<file path="src/rtl/mult_sequencer_if.sv">
// Handshake and data bus of the sequential signed multiplier.
// The master side drives the requests and the multiplicand; the slave side returns the
// product registers and the done flag.
interface mult_sequencer_if;
    logic       Run;
    logic       ClearA_LoadB;
    logic [7:0] Switches;
    logic [7:0] Aval;
    logic [7:0] Bval;
    logic       X;
    logic       Done;

    modport master (
        output Run, ClearA_LoadB, Switches,
        input  Aval, Bval, X, Done
    );

    modport slave (
        input  Run, ClearA_LoadB, Switches,
        output Aval, Bval, X, Done
    );
endinterface

</file>
<file path="src/rtl/mult_sequencer.sv">
// Sequential 8x8 signed (Booth-free, add/shift) multiplier.
// {X,A,B} forms a 17-bit shift register. The product ends up with the high byte in A and the
// low byte in B. The last iteration subtracts the multiplicand to account for the sign weight
// of the multiplier MSB.
module mult_sequencer (
    input  logic              Clk,
    input  logic              Reset,
    mult_sequencer_if.slave   bus
);

    typedef enum logic [2:0] {IDLE, CLR, ADD, SHIFT, DONE} state_t;

    state_t     state;
    state_t     next_state;

    logic [7:0] a_reg;
    logic [7:0] b_reg;
    logic       x_reg;
    logic [2:0] cnt;

    // Run is sampled into run_q. The armed flag is set only after run_q has been seen low, so a
    // Run held through reset or through DONE cannot start another multiply.
    logic       run_q;
    logic       armed;
    logic       start;

    logic       do_load;
    logic       do_clear;
    logic       do_add;
    logic       do_shift;

    logic [8:0] operand;
    logic [8:0] addend;
    logic [8:0] sum;

    // Load has priority over a start request in IDLE.
    assign start = (state == IDLE) && !bus.ClearA_LoadB && run_q && armed;

    // State register
    always_ff @(posedge Clk) begin
        if (Reset) begin
            state <= IDLE;
        end else begin
            state <= next_state;
        end
    end

    // Next-state decode
    always_comb begin
        next_state = state;
        case (state)
            IDLE:    next_state = start ? CLR : IDLE;
            CLR:     next_state = ADD;
            ADD:     next_state = SHIFT;
            SHIFT:   next_state = (cnt == 3'd7) ? DONE : ADD;
            DONE:    next_state = bus.Run ? DONE : IDLE;
            default: next_state = IDLE;
        endcase
    end

    // Datapath control strobes decoded from the state
    always_comb begin
        do_load  = 1'b0;
        do_clear = 1'b0;
        do_add   = 1'b0;
        do_shift = 1'b0;
        case (state)
            IDLE:    do_load  = bus.ClearA_LoadB;
            CLR:     do_clear = 1'b1;
            ADD:     do_add   = 1'b1;
            SHIFT:   do_shift = 1'b1;
            default: ;
        endcase
    end

    // 9-bit adder: sign-extended multiplicand, negated on the final iteration
    always_comb begin
        operand = {bus.Switches[7], bus.Switches};
        addend  = (cnt == 3'd7) ? (~operand + 9'd1) : operand;
        sum     = {x_reg, a_reg} + addend;
    end

    // Run sampling and re-arm tracking
    always_ff @(posedge Clk) begin
        if (Reset) begin
            run_q <= 1'b1;
            armed <= 1'b0;
        end else begin
            run_q <= bus.Run;
            if (!run_q) begin
                armed <= 1'b1;
            end else if (start) begin
                armed <= 1'b0;
            end
        end
    end

    // A/B/X shift register and iteration counter
    always_ff @(posedge Clk) begin
        if (Reset) begin
            a_reg <= 8'd0;
            b_reg <= 8'd0;
            x_reg <= 1'b0;
            cnt   <= 3'd0;
        end else if (do_load) begin
            a_reg <= 8'd0;
            x_reg <= 1'b0;
            b_reg <= bus.Switches;
        end else if (do_clear) begin
            a_reg <= 8'd0;
            x_reg <= 1'b0;
            cnt   <= 3'd0;
        end else if (do_add) begin
            if (b_reg[0]) begin
                a_reg <= sum[7:0];
                x_reg <= sum[8];
            end
        end else if (do_shift) begin
            a_reg <= {x_reg, a_reg[7:1]};
            b_reg <= {a_reg[0], b_reg[7:1]};
            cnt   <= cnt + 3'd1;
        end
    end

    assign bus.Aval = a_reg;
    assign bus.Bval = b_reg;
    assign bus.X    = x_reg;
    assign bus.Done = (state == DONE);

endmodule
</file>
<file path="src/flat_wrapper.sv">
// flat-port wrapper written by rule: the top's interface ports become plain ports
module mult_sequencer_flat 
  (Clk, Reset, bus_Run, bus_ClearA_LoadB, bus_Switches, bus_Aval, bus_Bval, bus_X, bus_Done);
  mult_sequencer_if bus_i ();
  input  logic Clk;
  input  logic Reset;
  input wire logic [$bits(bus_i.Run)-1:0] bus_Run;
  input wire logic [$bits(bus_i.ClearA_LoadB)-1:0] bus_ClearA_LoadB;
  input wire logic [$bits(bus_i.Switches)-1:0] bus_Switches;
  output wire logic [$bits(bus_i.Aval)-1:0] bus_Aval;
  output wire logic [$bits(bus_i.Bval)-1:0] bus_Bval;
  output wire logic [$bits(bus_i.X)-1:0] bus_X;
  output wire logic [$bits(bus_i.Done)-1:0] bus_Done;
  assign bus_i.Run = bus_Run;
  assign bus_i.ClearA_LoadB = bus_ClearA_LoadB;
  assign bus_i.Switches = bus_Switches;
  assign bus_Aval = bus_i.Aval;
  assign bus_Bval = bus_i.Bval;
  assign bus_X = bus_i.X;
  assign bus_Done = bus_i.Done;
  mult_sequencer u_core (.Clk(Clk), .Reset(Reset), .bus(bus_i));
endmodule
</file>
<file path="config.mk">
export PLATFORM = sky130hd
export DESIGN_NAME = mult_sequencer_flat
export DESIGN_NICKNAME = d
export VERILOG_FILES = /design/src/rtl/mult_sequencer_if.sv /design/src/rtl/mult_sequencer.sv /design/src/flat_wrapper.sv
export SDC_FILE = /design/constraint.sdc
export NUM_CORES = 1
export LEC_CHECK = 0
export BUFFER_PORTS_ARGS = -buffer_cell sky130_fd_sc_hd__buf_2
export CORE_ASPECT_RATIO = 1.5
export CORE_UTILIZATION = 45
export CTS_CLUSTER_SIZE = 8
export DETAILED_ROUTE_END_ITERATION = 10
export PLACE_DENSITY = 0.67
export SLEW_MARGIN = 20
export SYNTH_ARGS = -nofsm -noshare
export SYNTH_HDL_FRONTEND = slang
export SYNTH_SLANG_ARGS = --single-unit
</file>
<file path="constraint.sdc">
create_clock -name Clk -period 3.4 [get_ports Clk]
set_input_delay 0.51 -clock Clk [delete_from_list [all_inputs] [get_ports Clk]]
set_output_delay 0.51 -clock Clk [all_outputs]
set_load 0.005 [all_outputs]
</file>
==> impl_metrics.env <==
export IMPL_start_kind="flop"
export IMPL_end_kind="flop"
export IMPL_layout_drive_gt1_share=0.176
export IMPL_core_mm2=0.00322
export IMPL_path_max_fanout=11
export IMPL_slew_viol_final=0
export IMPL_synth_warnings=0
export IMPL_mostFrequentLayoutCells="nand2_1 (29), buf_2 (29), dfxtp_1 (25)"
export IMPL_cts_resized=0
export IMPL_h_tree_depth=1
export IMPL_whs_path_depth=2
export IMPL_grt_setup_unrepaired="no"
export IMPL_outcome="completed"
export IMPL_async_flop_share=0
export IMPL_nFillCells=315
export IMPL_grt_busiest_layer="met2"
export IMPL_arrival_ps=3100
export IMPL_crit_family="adder cells"
export IMPL_vias=1498
export IMPL_wl_per_cell_um=15.5
export IMPL_tritoncts="yes"
export IMPL_grt_pass1_wl_um=6620
export IMPL_holdWs_ps=437
export IMPL_dpl_cell_area_mm2=0.00172
export IMPL_power_density_mw_per_mm2=333
export IMPL_synthDistinctLibCells=40
export IMPL_avgSynthCellArea_um2=8.13
export IMPL_gr_total_overflow=0
export IMPL_die_h_um=74.1
export IMPL_layout_nets=241
export IMPL_skew_ps=2.20
export IMPL_hold_viol=0
export IMPL_timing_final_crit_share=0.849
export IMPL_crit_buf_inv=0
export IMPL_worstRegToRegCells=10
export IMPL_crit_path_max_incr_delay_ps=500
export IMPL_placed_cells=252
export IMPL_synthCells=192
export IMPL_setup_tns_ps=0
export IMPL_dr_pass1_iters=4
export IMPL_port_buffers=29
export IMPL_cts_root_buf="clkbuf_8"
export IMPL_antenna_found_initial=0
export IMPL_via_per_inst=5.85
export IMPL_worst_path_max_delay_cell="fa_1"
export IMPL_yosysTopAreaCell="dfxtp_1"
export IMPL_fmax_ghz=0.347
export IMPL_hold_path_class="in2reg"
export IMPL_first_global_vias=1460
export IMPL_p_leak_uw=0.000736
export IMPL_synth_area_mm2=0.00156
export IMPL_vdd_drop_max_mv=0.245
export IMPL_synth_edff_count=0
export IMPL_track_usage=0.233
export IMPL_fin_crit_ps=2880
export IMPL_initial_core_util=0.485
export IMPL_cts_reportedPaths_clkPinSlew_ps=90
export IMPL_finalNonFillerCells=256
export IMPL_num_antenna_cells=0
export IMPL_cp_num_cells=10
export IMPL_crit_chain="ha_1 -> ha_1 -> o21ai_0 -> fa_1 -> a211oi_2 -> nor2_1 -> a221oi_2 -> xnor2_1 -> or4b_1 -> nand2_1"
export IMPL_worst_slew_pin_slew_ps=609
export IMPL_design_area_mm2=0.00177
export IMPL_gr_usage_met1=0.257
export IMPL_synthTopCellsByArea="dfxtp_1 (32%), ha_1 (8.8%), nand2_1 (7.0%)"
export IMPL_use_met3=0.0286
export IMPL_crit_top_cell="ha_1"
export IMPL_io_pins=30
export IMPL_cts_setup_buffers=0
export IMPL_ys_seq_area_frac=0.321
export IMPL_dieArea_mm2=0.00371
export IMPL_clk_latency_ps=270
export IMPL_ys_ff_latch=25
export IMPL_dp_hpwl_um=3110
export IMPL_wirelength_um=3980
export IMPL_use_met2=0.418
export IMPL_drt_iter0_markers=34
export IMPL_synth_top_area_frac=0.321
export IMPL_num_rows=25
export IMPL_clock_sinks=25
export IMPL_ys_flop_type="dfxtp_1"
export IMPL_syn_nets=216
export IMPL_clockBufferDepth=2
export IMPL_cp_data_required_time_ps=3620
export IMPL_ant_nets=0
export IMPL_maxCapViolCount=0
export IMPL_setup_viol=0
export IMPL_numCtsBuffers=3
export IMPL_area_delta_synth_final_pct=13.3
export IMPL_drc=0
export IMPL_grt_max_degree=19
export IMPL_crit_type="reg2reg"
export IMPL_holdBufCountCts=0
export IMPL_slew_headroom=0.593
export IMPL_gp_congestion=0.883
export IMPL_die_w_um=50.1
==> power by group <==
| part | leakage [µW] | switching (µW) | internal [µW] |
|---|---|---|---|
| combinational | 0.000507 | 53.1 | 37.0 |
| sequential | 0.000204 | 12.0 | 305 |
| clock | 0.0000255 | 98.7 | 82.1 |
==> kinds of logic after synthesis <==
| logic type | after synthesis | synth area share |
|---|---|---|
| flops | 25 | 0.321 |
| buf+inv | 15 | 0.0361 |
| simple gates | 72 | 0.218 |
| fa+ha+maj | 12 | 0.101 |
| compound gates | 53 | 0.238 |
| xor+xnor | 12 | 0.0673 |
| mux | 3 | 0.0192 |
==> synth_stat cells (4+ instances only) <==
cell type	n
o21ai_0	8
clkbuf_1	9
a311oi_1	9
nor2_1	20
a21oi_1	14
inv_1	6
dfxtp_1	25
nand2_1	29
nand2b_1	4
xnor2_1	9
ha_1	11
==> final timing paths <==
check	start	end	slack, ps
hold / removal	bus_Run	u_core.run_q$_SDFF_PP1_	440
hold reg to reg	u_core.run_q$_SDFF_PP1_	u_core.armed$_SDFFE_PP0P_	440
setup reg to reg	u_core.cnt[0]$_SDFFE_PP0P_	u_core.bus.X$_SDFFE_PP0P_	520
setup / recovery	u_core.cnt[0]$_SDFFE_PP0P_	u_core.bus.X$_SDFFE_PP0P_	520
==> state kept, by name, indices dropped and copies added, names as in the netlist <==
| signal | flops |
|---|---|
| u_core.state | 3 |
| u_core.armed | 1 |
| u_core.bus.Aval | 8 |
| u_core.run_q | 1 |
| u_core.cnt | 3 |
| u_core.bus.X | 1 |
| u_core.bus.Bval | 8 |
==> per-layer routing <==
layer | wire (µm) | vias up | part of all wire
met5 | 0 | - | 0
met4 | 153 | 0 | 0.038
met3 | 83 | 13 | 0.021
met2 | 2120 | 31 | 0.53
met1 | 1630 | 710 | 0.41
li1 | - | 744 | -
==> final cells by class <==
class	instances	area, µm²	area share
clock buffers	3	41.3	0.0233
clock inverters	1	5.00	0.00283
inverters	6	22.5	0.0127
multi-input cells	152	1000	0.568
flip-flops and latches	25	500	0.283
well taps	40	50.0	0.0283
repair buffers	29	145	0.0820
==> through the flow <==
step                setup WS (ps)  power (µW)   util
floorplan                     687         378      -
global placement              524         410  0.535
detailed placement            450         414  0.535
CTS                           498         593  0.549
global route                  229         620  0.549
finish                        515         588  0.549
Note: power is estimated with default switching activity, not from simulation.
